===== src/rtl/beacon_counter.sv =====
// Multi-channel beacon generator: per-channel periodic counters feeding a round-robin UART byte register.
// Optional sticky overrun flags are built only when BEACON_COUNTER_OVERRUN_EN is defined.
module beacon_counter #(
    parameter int          N_CH           = 4,
    parameter int          CNT_W          = 32,
    parameter logic [31:0] DEFAULT_PERIOD = 32'h3b9aca00,
    parameter logic [7:0]  DEFAULT_CHAR   = 8'h50,
    localparam int         CH_W           = (N_CH > 1) ? $clog2(N_CH) : 1
) (
    input  logic             clk,
    input  logic             r_reset,
    input  logic             i_enable,
    input  logic             i_cfg_we,
    input  logic [CH_W-1:0]  i_cfg_ch,
    input  logic [CNT_W-1:0] i_cfg_period,
    input  logic [7:0]       i_cfg_char,
    input  logic             i_uart_ready,
    output logic             o_uart_valid,
    output logic [7:0]       o_uart_data,
    output logic [CH_W-1:0]  o_uart_ch,
    output logic [N_CH-1:0]  o_tick,
    output logic [N_CH-1:0]  o_overrun,
    input  logic [N_CH-1:0]  i_ovr_clr
);

    logic [CNT_W-1:0] cnt    [N_CH];
    logic [CNT_W-1:0] period [N_CH];
    logic [7:0]       chr    [N_CH];

    logic [N_CH-1:0] pending;
    logic [N_CH-1:0] cfg_hit;
    logic [N_CH-1:0] wrap;
    logic [N_CH-1:0] grant;
    logic [CH_W-1:0] rr_ptr;
    logic [CH_W-1:0] sel;
    logic [CH_W-1:0] rr_next;
    logic            sel_vld;
    logic            load;
    int              idx;

    // A config write to a channel suppresses that channel's wrap in the same cycle.
    always_comb begin
        cfg_hit = '0;
        wrap    = '0;
        for (int i = 0; i < N_CH; i++) begin
            cfg_hit[i] = i_cfg_we && (int'(i_cfg_ch) == i);
            wrap[i]    = i_enable && (period[i] != '0) && (cnt[i] == period[i] - CNT_W'(1))
                         && !cfg_hit[i];
        end
    end

    // Round-robin search starting at rr_ptr, wrapping modulo N_CH.
    always_comb begin
        sel     = '0;
        sel_vld = 1'b0;
        idx     = 0;
        for (int k = 0; k < N_CH; k++) begin
            idx = int'(rr_ptr) + k;
            if (idx >= N_CH) begin
                idx = idx - N_CH;
            end
            if (!sel_vld && pending[CH_W'(idx)]) begin
                sel_vld = 1'b1;
                sel     = CH_W'(idx);
            end
        end
    end

    assign load    = (!o_uart_valid || i_uart_ready) && sel_vld;
    assign rr_next = (int'(sel) == N_CH - 1) ? '0 : sel + CH_W'(1);

    always_comb begin
        grant = '0;
        for (int i = 0; i < N_CH; i++) begin
            grant[i] = load && (int'(sel) == i);
        end
    end

    always_ff @(posedge clk) begin
        if (r_reset) begin
            rr_ptr       <= '0;
            o_uart_valid <= 1'b0;
            o_uart_data  <= 8'h00;
            o_uart_ch    <= '0;
            o_tick       <= '0;
            pending      <= '0;
            for (int i = 0; i < N_CH; i++) begin
                cnt[i]    <= '0;
                period[i] <= CNT_W'(DEFAULT_PERIOD);
                chr[i]    <= DEFAULT_CHAR;
            end
        end else begin
            o_tick  <= wrap;
            // A wrap on the granted channel keeps its pending bit set.
            pending <= (pending & ~grant & ~cfg_hit) | wrap;
            for (int i = 0; i < N_CH; i++) begin
                if (cfg_hit[i]) begin
                    cnt[i]    <= '0;
                    period[i] <= i_cfg_period;
                    chr[i]    <= i_cfg_char;
                end else if (i_enable) begin
                    cnt[i] <= ((period[i] == '0) || wrap[i]) ? '0 : cnt[i] + CNT_W'(1);
                end
            end
            if (load) begin
                o_uart_valid <= 1'b1;
                o_uart_data  <= chr[sel];
                o_uart_ch    <= sel;
                rr_ptr       <= rr_next;
            end else if (i_uart_ready) begin
                o_uart_valid <= 1'b0;
            end
        end
    end

`ifdef BEACON_COUNTER_OVERRUN_EN
    logic [N_CH-1:0] ovr_q;
    logic [N_CH-1:0] ovr_set;

    assign ovr_set = wrap & pending & ~grant;

    always_ff @(posedge clk) begin
        if (r_reset) begin
            ovr_q <= '0;
        end else begin
            ovr_q <= (ovr_q & ~i_ovr_clr) | ovr_set;
        end
    end

    assign o_overrun = ovr_q;
`else
    logic unused_ovr_clr;

    assign unused_ovr_clr = ^i_ovr_clr;
    assign o_overrun      = '0;
`endif

endmodule


===== config.mk =====
export PLATFORM = sky130hd
export DESIGN_NAME = beacon_counter
export DESIGN_NICKNAME = d
export VERILOG_FILES = /design/src/rtl/beacon_counter.sv
export SDC_FILE = /design/constraint.sdc
export NUM_CORES = 1
export LEC_CHECK = 0
export BUFFER_PORTS_ARGS = -buffer_cell sky130_fd_sc_hd__buf_2
export CAP_MARGIN = 20
export CORE_UTILIZATION = 59
export CTS_BUF_LIST = sky130_fd_sc_hd__clkbuf_8
export DETAILED_ROUTE_END_ITERATION = 7
export PLACE_DENSITY = 0.8
export SETUP_SLACK_MARGIN = 0.5
export SLEW_MARGIN = 25
export SYNTH_ARGS = -nofsm -noshare
export SYNTH_HDL_FRONTEND = slang
export SYNTH_SLANG_ARGS = --single-unit

===== constraint.sdc =====
create_clock -name clk -period 3.38 [get_ports clk]
set_clock_uncertainty 0.1 [all_clocks]
set_input_delay 0.169 -clock clk [delete_from_list [all_inputs] [get_ports clk]]
set_output_delay 0.169 -clock clk [all_outputs]
set_load 0.01 [all_outputs]

==> results of run 1 <==
through the flow:
step	std cells	worst slack [ns]	power, W	TNS, ns
after floorplan	1881	-0.154	0.00554	-4.56
after global placement	2370	-0.230	0.00593	-6.83
after detailed placement	2370	-0.319	0.00597	-10.53
after CTS	2550	-0.102	0.00986	-2.70
after global routing	2576	-0.303	0.0103	-16.65
final	2577	-0.217	0.0100	-10.26
flip-flops by register name, summed over array words and instances (netlist names):
register,cells
o_uart_data,8
o_uart_valid,1
o_tick,4
o_uart_ch,2
cnt,128
chr,32
period,128
rr_ptr,2
pending,4
timing repair:
| action | in CTS | in global routing |
|---|---|---|
| pin swaps | 38 | 66 |
| gates resized for setup | 149 | 151 |
| cloned | 9 | 4 |
| hold endpoints to repair | 162 | 0 |
| endpoints found under the setup margin | 136 | 136 |
| hold buffers | 42 | 0 |
| buffers inserted | 32 | 22 |
worst max-delay path by stage:
stage	slack, ns	from	cells past startpoint	to
after floorplan	-0.15	period[0][0]	12	cnt[0][10]
after global placement	-0.23	period[0][1]	12	cnt[0][0]
after detailed placement	-0.32	period[0][1]	11	cnt[0][23]
after CTS	-0.10	period[0][7]	11	cnt[0][0]
after global routing	-0.30	period[0][1]	13	cnt[0][0]
final	-0.22	period[0][5]	11	cnt[0][0]
final cells by class:
type | count | area, um^2
antenna | 1 | 2.50
clock buffer | 57 | 785
clock inverter | 40 | 388
fill | 1971 | 7030
inverter | 40 | 150
multi-input combinational | 1448 | 10500
sequential | 309 | 9070
tap | 396 | 495
timing repair buffer | 286 | 2450
critical path, stage by stage (launching register included):
cell      delay [ns]
edfxtp_1        0.39
or4_4           0.58
or4_4           0.61
buf_8           0.18
nor3_4          0.12
xnor2_1         0.11
nor4_2          0.30
nand3_1         0.19
nor4b_4         0.30
buf_4           0.20
buf_12          0.15
nor3b_1         0.07
cell families after synthesis:
kind of cell    count (synthesis)
mux                            29
simple gates                  957
buf+inv                       124
fa+ha+maj                      13
flops                         309
other cells                     1
compound gates                171
xor+xnor                      274
power breakdown:
group | total, W | leakage (nW) | switching [W] | internal, W
logic | 0.00142 | 4.47 | 0.000791 | 0.000630
clock network | 0.00382 | 0.628 | 0.00165 | 0.00217
registers | 0.00478 | 3.18 | 0.000320 | 0.00446
layer usage:
metal	share of wire	GRT usage	routed length, um	up-vias
met5	0	0	0	-
met4	0.055	0.174	3040	0
met3	0.083	0.0517	4650	201
li1	-	-	-	7250
met1	0.39	0.435	21800	7712
met2	0.47	0.521	26200	816
cells in the final DEF (no fill, tap or decap), types with 41 or more instances in the layout:
cell type,synthesis,routed
edfxtp_1,288,288
nand3_1,90,86
nand2_1,178,177
inv_1,39,41
nor2_4,0,100
and2_1,109,109
clkbuf_8,0,57
xnor2_1,173,171
dlygate4sd3_1,0,42
nor2_1,192,104
xor2_1,101,101
nor3_1,62,55
buf_4,4,155
nand2b_1,77,77
buf_2,5,61
==> impl_summary.md, run 1 <==
Synth
After synthesis, the largest family of logic cells by area is simple AND/OR/NAND/NOR gates. edfxtp_1 takes more of the synthesized area than any other cell. Of the total synthesized cell area, the portion taken by AND, OR, NAND and NOR gates is 0.273. The post-synthesis instance area is about 19000 um^2.

Among all flip-flop cells after synthesis, the most frequent one is edfxtp_1. After synthesis, the mean cell area works out to 9.99 um^2. By count the netlist is led by edfxtp_1 (288), nor2_1 (192), nand2_1 (178), xnor2_1 (173), and2_1 (109).

Synthesis inferred 309 register bits. Of the post-synthesis cell area, the dominant cell type holds 0.461. The sequential fraction of the synthesis area is 0.484.

The post-synthesis adder-cell area fraction is 0.00854. The Yosys step of the flow raised 0 warnings. The number of library cell types mapped by synthesis is 85. The multiplexer fraction of the synthesized cell area is 0.0157. By area the synthesized netlist is led by edfxtp_1 (46%), xnor2_1 (8.1%), xor2_1 (4.7%). The share of the synthesized area in compound gates (AO/OA/AOI/OAI) is 0.0624. The post-synthesis xor/xnor area fraction is 0.128.

After technology mapping, the gate count stands at 1878. After synthesis, the share of flip-flops with an asynchronous set or reset is 0. Counting flops with a built-in enable in the synthesized netlist gives 288. edfxtp_1 is the most common cell in the netlist.

Detailed routing
Using the TritonRoute via totals, the vias-per-cell ratio works out to 6.20. The via total after detailed routing is 16.0k. The routed wirelength normalized by instance count is between 20 and 25 um. The number of violations reported at the end of detailed-routing iteration 0 is between 1.5k and 2k. The number of nets with antenna violations after detailed routing is 0. The final layout contains routed wiring with a total length of around 56000 um.

The post-route DRC violation count is 0. The detailed-router iteration count before antenna repair is 6.

Clocking
The cell sitting at the root of the clock tree is a clkbuf_8. The clock transition at the register clock pins on the worst setup and hold paths after CTS is 0.07 ns. The TritonCTS sink count is about 310. Clock tree synthesis inserted a total of 52 buffers. The clock passes through at most 3 buffers. The count of H-tree levels built during CTS is 2.

TritonCTS built the clock tree. The clock reaches the later pin of the worst-skew pair after between 0.6 and 0.7 ns.

Placement
The count of buffers added on input and output ports is just over 60. The placed wire-length estimate after detailed placement is roughly 34000 um. The congestion estimate from routability-driven global placement came to around 0.92. The area of placed instances is between 20000 and 25000 um^2.

Setup path
In this run the critical register-to-register path is launched from period[0][5]. The reg-to-reg critical path endpoint is cnt[0][0]. STA puts the critical path data required time at 3.63 ns.

Measured in cells, the most critical reg-to-reg path has a length of 11. The launching element type of the critical path is a register. The highest fanout seen on the critical path is 8. The category of the worst setup path capture point is a register.

The slack of the worst reg-to-reg path is -0.22 ns. The data arrival time at the worst-slack endpoint is about 3.8 ns. The setup path with the least slack is of type register to register.

Timing
Static timing analysis puts the maximum clock frequency at 278 MHz. The number of failing setup endpoints in the final timing report is 64. The final worst-path cycle share is 1.06. Measured against its own limit, the worst slew margin works out to 0.495. The final max-slew violation count came to 0. Setup repair after global routing could not meet its margin everywhere.

The tightest hold path in the finished design has a slack of 0.100 ns. The final critical delay including setup and external delays is around 3.6 ns. The transition time of the tightest slew-check pin is approximately 0.76 ns. The post-layout worst setup margin is -0.217 ns.

The number of hold violations in the final report is 0.

Die
70 I/O pins were placed. The region available for standard cell placement spans between 30000 and 40000 um^2. The die outline width is around 180 um. The number of cell rows is 64.

The initial cell density of the core is 0.607. The height of the die is 180 um. The die covers between 30000 and 40000 um^2.

Pwr
The areal power density over the cells is around 420 nW/um^2. The peak ir drop on the vdd network is between 0.3 and 0.4 mV. The analysis attributes to cell leakage a power of between 8 and 9 nW.

Hold path
The beginning of the worst hold path is i_cfg_ch[0]. The worst hold path was traced through 4 stages. The worst hold path endpoint is chr[2][6].

The path class of the lowest-slack min-delay path is input port to register.

Global route
Across every metal layer, demand over resource in global routing totals 0.328. The number of antenna violations at the first check in global routing came to 0. The maximum number of pins on one net before global-route repair is just over 40. The number of global-route vias before repair is 15.6k. The first global-routing pass estimated between 80000 and 90000 um of wire.

The remaining global-route overflow is 0.

Final layout
From synthesis to final layout, the design area changed by 27.4%. The total non-filler cell area in the finished layout is between 20000 and 25000 um^2. The utilization after layout is 0.773. Of the cells placed in the final design, the portion with a size suffix greater than 1 is 0.256. At the end of the flow, the number of nets in the layout was around 2.2k.

Run status
The flow ran to the end, but the final reports show violations. The checks that failed: setup timing.

Job
Max-cap violations in this run came to 0.
Note: power is estimated with default switching activity, not from simulation.
==> run 2, diff against run 1 <==
--- a/config.mk
+++ b/config.mk
@@ -7,6 +7,7 @@
 export LEC_CHECK = 0
 export BUFFER_PORTS_ARGS = -buffer_cell sky130_fd_sc_hd__buf_2
 export CAP_MARGIN = 20
+export CORE_MARGIN = 2
 export CORE_UTILIZATION = 59
 export CTS_BUF_LIST = sky130_fd_sc_hd__clkbuf_8
 export DETAILED_ROUTE_END_ITERATION = 7
==> constraint.sdc (replaced) <==
create_clock -name clk -period 3.38 [get_ports clk]
set_clock_uncertainty 0.1 [all_clocks]
set_input_delay 0 -clock clk [delete_from_list [all_inputs] [get_ports clk]]
set_output_delay 0 -clock clk [all_outputs]
set_load 0.01 [all_outputs]
==> impl_summary.md, run 2 (synthesis gave the netlist of run 1 again) <==
Placement
The area of placed instances was 20300 um^2 (about the same). The placed wire-length estimate after detailed placement is 34200 um (-0.85%). The port buffer count came to 61 (unchanged). The final RePlAce weighted congestion is 0.920 (-0.39%). The placed instance count came to 2369 (-0.042%).

Timing
The final max-slew violation count is 0 (unchanged). The number of failing setup endpoints in the final timing report came to 67 (+4.7%). The final worst-path cycle share is 1.09 (+0.0231). The transition time of the tightest slew-check pin is 0.792 ns (+0.0353 ns).

The worst max-slew margin expressed relative to the limit was 0.472 (-0.0235). The final critical delay including setup and external delays is 3.67 ns (+0.0781 ns). The sum of negative setup slack came to -16.15 ns (-5.89 ns). The number of hold violations in the final report is 0 (unchanged). The post-layout worst setup margin is -0.295 ns (-0.0781 ns).

Setup repair after global routing could not meet its margin everywhere. The worst hold slack is 0.121 ns (+0.0214 ns). The maximum achievable frequency was 272 MHz (-2.1%).

Detailed routing
The number of violations reported at the end of detailed-routing iteration 0 is 1693 (-4.0%). The number of nets with antenna violations after detailed routing is 0 (unchanged). The total length of routed wires is 55800 um (+0.11%). The post-route DRC violation count was 0 (unchanged). The routed via count divided by cell count is 6.21 (+0.21%). The detailed-router iteration count before antenna repair was 5 (-1). The via total after detailed routing is 16.2k (+1.2%). The routed wirelength normalized by instance count is 21.4 um (-0.89%).

Pwr
The register share of total power is 0.494 (+0.017). The areal power density over the cells is 401 nW/um^2 (-4.4%). The power dissipated by switching net loads is 0.00274 W (-0.52%). The clock share of power is 0.353 (-0.028). The power share of the combinational group came to 0.153 (+0.011). The peak ir drop on the vdd network is 0.289 mV (-20%). The switching share of power came to 0.284 (+0.00839). The static power due to leakage was 8.39 nW (+1.4%).

The cell-internal power came to 0.00693 W (-4.6%).

Run status
The final reports fail on setup timing. The run finished, with violations left.

Setup path
The category of the worst setup path capture point is a register. The data arrival time at the worst-slack endpoint is 3.96 ns (+0.12 ns). The launching element type of the critical path is a register.

The data required time of the critical path is 3.67 ns (+0.04 ns). In this run the critical register-to-register path is launched from period[1][0]. The worst setup path is of the register to register kind. The highest fanout seen on the critical path is 8 (unchanged). The slack of the worst reg-to-reg path is -0.29 ns (-0.08 ns). The worst register-to-register path ends at cnt[1][2]. The cell depth of the worst flop-to-flop path was 24 (+13).

Hold path
The tightest min-delay check is of the input port to register type. The worst hold path endpoint is chr[0][6]. The number of cells on the worst hold path is 3 (-1). The startpoint identified for the worst hold timing path is i_cfg_char[6].

Die
The number of ports placed on the die boundary is 70 (unchanged). The die outline width was 182 um (+1.1%). The number of cell rows was 65 (+1.6%). The height of the die was 182 um (+1.1%).

The initial cell density of the core is 0.597 (-0.00933). The area of the die is 33200 um^2 (+2.2%). The core region area came to 31400 um^2 (+1.6%).

Final layout
The final net count came to 2221 (+0.95%). The area of the multi-input gates was 10600 um^2 (+0.70%). The area taken by flip-flops and latches came to 9070 um^2 (unchanged). In the layout the commonest cells are edfxtp_1 (288), nand2_1 (175), xnor2_1 (173). The share of final-layout standard cells stronger than drive strength 1 is 0.261 (+0.00415). The number of fill cells is 1959 (-0.61%).

The non-filler instance count after layout is 2603 (+1.0%). The total non-filler cell area in the finished layout came to 24100 um^2 (+1.0%). Relative to the synthesized area, the layout overhead comes to 28.6%. The library cell used most frequently in the layout, excluding fill and tap cells, is edfxtp_1. In the final layout, the registers with the most flip-flops are cnt (128), period (128), chr (32).

Clocking
The TritonCTS sink count was 309 (unchanged). The tree is rooted in a clkbuf_8. The TritonCTS buffer count was 52 (unchanged). The number of buffers on the longest clock path is 3 (unchanged).

The source-to-sink clock delay at the later pin of the worst-skew pair is 0.64 ns (about the same). The count of H-tree levels built during CTS was 2 (unchanged). The clock transition at the register clock pins on the worst setup and hold paths after CTS is 0.06 ns (about the same). TritonCTS built the clock tree.

Global route
The total global routing track utilization is 0.325 (-0.00357). The number of antenna violations at the first check in global routing is 5 (+5). The remaining global-route overflow was 0 (unchanged).

The maximum number of pins on one net before global-route repair is 41 (unchanged). The first-pass GRT wire length is 83700 um (-0.22%). The number of global-route vias before repair came to 15.5k (-0.51%).

Job
The max-cap violation count is 0 (unchanged).
run 2: cell type report:
cell class	count	area share
clock buffer	58	0.0331
timing repair buffer	306	0.114
clock inverter	37	0.00975
tap	402	0.0208
antenna	2	0.000207
inverter	40	0.00622
sequential	309	0.376
multi-input combinational	1449	0.440
run 2: how the worst max path moves through the flow:
stage,startpoint,end,slack [ns],depth (start not counted)
floorplan,period[0][0],cnt[0][10],-0.15,12
global placement,period[0][1],cnt[0][0],-0.30,11
detailed placement,period[0][0],cnt[0][0],-0.40,11
CTS,period[0][0],cnt[0][8],-0.24,14
global route,period[1][0],cnt[1][10],-0.39,24
finish,period[1][0],cnt[1][2],-0.29,24
run 2: power by group through the flow:
| stage | sequential, W | combinational [W] | clock, W |
|---|---|---|---|
| after floorplan | 0.00474 | 0.000804 | 0 |
| after global placement | 0.00482 | 0.00111 | 0 |
| after detailed placement | 0.00483 | 0.00114 | 0 |
| after CTS | 0.00475 | 0.00133 | 0.00343 |
| after global routing | 0.00481 | 0.00158 | 0.00361 |
| final | 0.00478 | 0.00148 | 0.00341 |
run 2: routing by layer:
metal,vias up,wire [um],track usage
li1,7312,-,-
met1,7725,21500,0.428
met2,928,25900,0.509
met3,205,5220,0.0623
met4,4,3110,0.178
met5,-,28,0
run 2: what timing repair did:
action / CTS / global route
setup buffers: 56 / 17
hold endpoints to repair: 178 / 0
hold buffers: 50 / 0
pin swaps: 66 / 58
resized for setup: 172 / 162
endpoints found under the setup margin: 136 / 135
gates cloned: 13 / 1
run 2: metrics by stage:
stage	power (W)	util	setup WS, ns
finish	0.00967	0.769	-0.295
global route	0.00999	0.768	-0.392
CTS	0.00952	0.741	-0.236
detailed placement	0.00597	0.647	-0.398
global placement	0.00593	0.647	-0.299
floorplan	0.00554	-	-0.154
run 2: critical path: stages (launching register included):
cell and delay, ns:
edfxtp_1 0.43, inv_2 0.11, buf_6 0.10, buf_6 0.08
buf_6 0.08, buf_6 0.09, buf_6 0.08, buf_6 0.08
buf_6 0.08, buf_6 0.08, buf_6 0.08, buf_6 0.09
buf_6 0.09, buf_6 0.08, buf_6 0.09, buf_6 0.09
nand2_4 0.04, o22ai_2 0.24, and4_4 0.27, nand4_1 0.14
nor4_4 0.26, a41o_1 0.26, buf_6 0.14, clkbuf_16 0.19
nor2_4 0.04
==> run 3, diff against run 2 <==
--- a/config.mk
+++ b/config.mk
@@ -12,6 +12,7 @@
 export CTS_BUF_LIST = sky130_fd_sc_hd__clkbuf_8
 export DETAILED_ROUTE_END_ITERATION = 7
 export PLACE_DENSITY = 0.8
+export REMOVE_ABC_BUFFERS = 1
 export SETUP_SLACK_MARGIN = 0.5
 export SLEW_MARGIN = 25
 export SYNTH_ARGS = -nofsm -noshare
==> impl_summary.md, run 3 (synthesis gave the netlist of run 1 again) <==
Run status
The run finished, with violations left. The checks that failed: setup timing.

Job
The max-cap violation count is 0 (unchanged).

Final layout
The library cell used most frequently in the layout, excluding fill and tap cells, is edfxtp_1. The final net count is 2217 (-0.18%). In the layout the commonest cells are edfxtp_1 (288), nand2_1 (176), xnor2_1 (172). The share of final-layout standard cells stronger than drive strength 1 is 0.246 (-0.0143).

In the final layout, the registers with the most flip-flops are cnt (128), period (128), chr (32). The utilization after layout is 0.753 (-0.0160). Compared with the post-synthesis result, the final layout area differs by 26.0%.

Setup path
The most numerous cell type found on the critical path is or4_4. On the critical path, the stage with the largest delay is an instance of or4_4. The data required time of the critical path was 3.70 ns (+0.03 ns).

The cell depth of the worst flop-to-flop path is 10 (-58%). The category of the worst setup path capture point is a register. The endpoint identified for the worst register-to-register timing path is cnt[1][3]. Traced cell by cell, the critical path runs through or4_4 -> or4_4 -> buf_4 -> nor4_1 -> xnor2_1 -> nand4_1 -> nor4_2 -> a41o_2 -> clkbuf_16 -> nor2_1.

The worst setup path is of the register to register kind. The start of the worst register-to-register path is period[1][1]. The launching element type of the critical path is a register. The highest cell delay on the worst timing path came to 0.56 ns (+0.13 ns). The highest fanout seen on the critical path is 8 (unchanged). The capture point of the critical path is cnt[1][3]. The slack of the worst reg-to-reg path is -0.19 ns (+0.10 ns). In this run the worst setup path begins at period[1][1]. The data arrival time at the worst-slack endpoint came to 3.89 ns (-0.07 ns).

Timing
The number of failing setup endpoints in the final timing report is 65 (-3.0%). The maximum achievable frequency was 280 MHz (+2.9%). The worst max-slew margin expressed relative to the limit is 0.512 (+0.0406).

The final max-slew violation count was 0 (unchanged). Setup repair after global routing could not meet its margin everywhere. The post-layout worst setup margin is -0.192 ns (+0.102 ns). The final critical delay including setup and external delays came to 3.57 ns (-0.102 ns). The transition time of the tightest slew-check pin is 0.731 ns (-0.0608 ns). The final worst-path cycle share is 1.06 (-0.0303). The number of hold violations in the final report is 0 (unchanged).

The worst hold slack is 0.0648 ns (-0.0566 ns).

Detailed routing
The routed via count divided by cell count came to 6.19 (-0.35%). The detailed-router iteration count before antenna repair is 6 (+1). The via total after detailed routing came to 16.1k (-0.58%). The number of violations reported at the end of detailed-routing iteration 0 is 1769 (+4.5%).

The number of nets with antenna violations after detailed routing is 0 (unchanged). The total length of routed wires is 55600 um (-0.32%). The post-route DRC violation count is 0 (unchanged). The routed wirelength normalized by instance count is 21.4 um (about the same).

Hold path
The number of cells on the worst hold path was 3 (unchanged). The beginning of the worst hold path is i_cfg_char[6]. The worst hold path belongs to the class input port to register.

Clocking
The master cell of the clock root buffer is clkbuf_8. The TritonCTS buffer count is 51 (-1.9%). The source-to-sink clock delay at the later pin of the worst-skew pair came to 0.68 ns (+0.04 ns). The clock tree from TritonCTS is done. The count of H-tree levels built during CTS is 2 (unchanged). The number of buffers on the longest clock path is 3 (unchanged). The clock transition at the register clock pins on the worst setup and hold paths after CTS is 0.07 ns (about the same). The TritonCTS sink count is 309 (unchanged).

Global route
The total global routing track utilization was 0.327 (+0.00226). The maximum number of pins on one net before global-route repair is 41 (unchanged). The first-pass GRT wire length is 84300 um (+0.73%). The number of antenna violations at the first check in global routing is 4 (-1). The number of global-route vias before repair is 15.7k (+1.2%). The remaining global-route overflow is 0 (unchanged).

Placement
The port buffer count is 61 (unchanged). The placed wire-length estimate after detailed placement is 34800 um (+1.6%). The post-place setup slack is -0.308 ns (+0.0906 ns). The final RePlAce weighted congestion came to 0.923 (+0.23%).

Pwr
The peak ir drop on the vdd network came to 0.385 mV (+33%). The areal power density over the cells came to 396 nW/um^2 (-1.1%). The static power due to leakage was 8.29 nW (-1.2%).

Die
The initial cell density of the core is 0.597 (unchanged). The area of the die is 33200 um^2 (unchanged). The core region area was 31400 um^2 (unchanged). The die outline width came to 182 um (unchanged).

The height of the die was 182 um (unchanged). The number of ports placed on the die boundary is 70 (unchanged). The number of cell rows came to 65 (unchanged).
-- run 3: changes by cell type in the layout (fill, tap and decap cells not counted), moves of 6 or more --
cell | previous run | this run
buf_12 | 12 | 6
buf_4 | 145 | 153
inv_1 | 47 | 56
inv_2 | 7 | 1
nor2_1 | 90 | 103
nor2_2 | 8 | 28
nor2_4 | 114 | 81
-- run 3: where the power goes --
group	internal, W	switching (W)	leakage [nW]
clock network	0.00154	0.00165	0.555
logic	0.000637	0.000777	4.56
registers	0.00446	0.000308	3.18
total	0.00663	0.00273	8.29
-- run 3: stage by stage --
step / cell area (um^2) / power [W] / setup TNS [ns] / cells
5_1_grt: 23600 / 0.00968 / -19.01 / 2595
3_3_place_gp: 20400 / 0.00593 / -9.81 / 2406
4_1_cts: 22800 / 0.00923 / -1.50 / 2582
6_report: 23600 / 0.00937 / -10.36 / 2597
2_1_floorplan: 18400 / 0.00548 / -97.64 / 1797
3_5_place_dp: 20400 / 0.00598 / -13.27 / 2406
-- run 3: final cells by class --
type | instances | area, um^2
clock buffers | 56 | 771
multi-input cells | 1448 | 10300
inverters | 40 | 150
repair buffers | 304 | 2630
well taps | 402 | 503
clock inverters | 36 | 181
fillers | 2039 | 7770
diodes | 2 | 5.00
flip-flops and latches | 309 | 9070
-- run 3: worst min path at each step --
stage	endpoint
5_1_grt	chr[3][6]
6_report	chr[3][6]
4_1_cts	chr[1][4]
2_1_floorplan	o_uart_ch[0]
3_3_place_gp	chr[2][6]
3_5_place_dp	chr[3][6]
-- run 3: worst max-delay path: cells and delay by family, from the launching register on --
| family | cells | cell delay [ns] |
|---|---|---|
| simple gates | 6 | 1.83 |
| compound gates | 1 | 0.37 |
| xor+xnor | 1 | 0.20 |
| flops | 1 | 0.43 |
| buf+inv | 2 | 0.39 |
-- run 3: routing by layer --
metal  global-route usage  part of all wire
met1                0.411              0.38
met2                0.539              0.49
met3               0.0605             0.082
met4                0.176             0.057
met5                    0           0.00034
-- run 3: what timing repair did --
action	CTS	global route
gates cloned	8	4
hold buffers	50	0
endpoints found under the hold margin	178	0
endpoints found under the setup margin	136	136
pin swaps	56	76
gates resized for setup	146	156
setup buffers	26	9
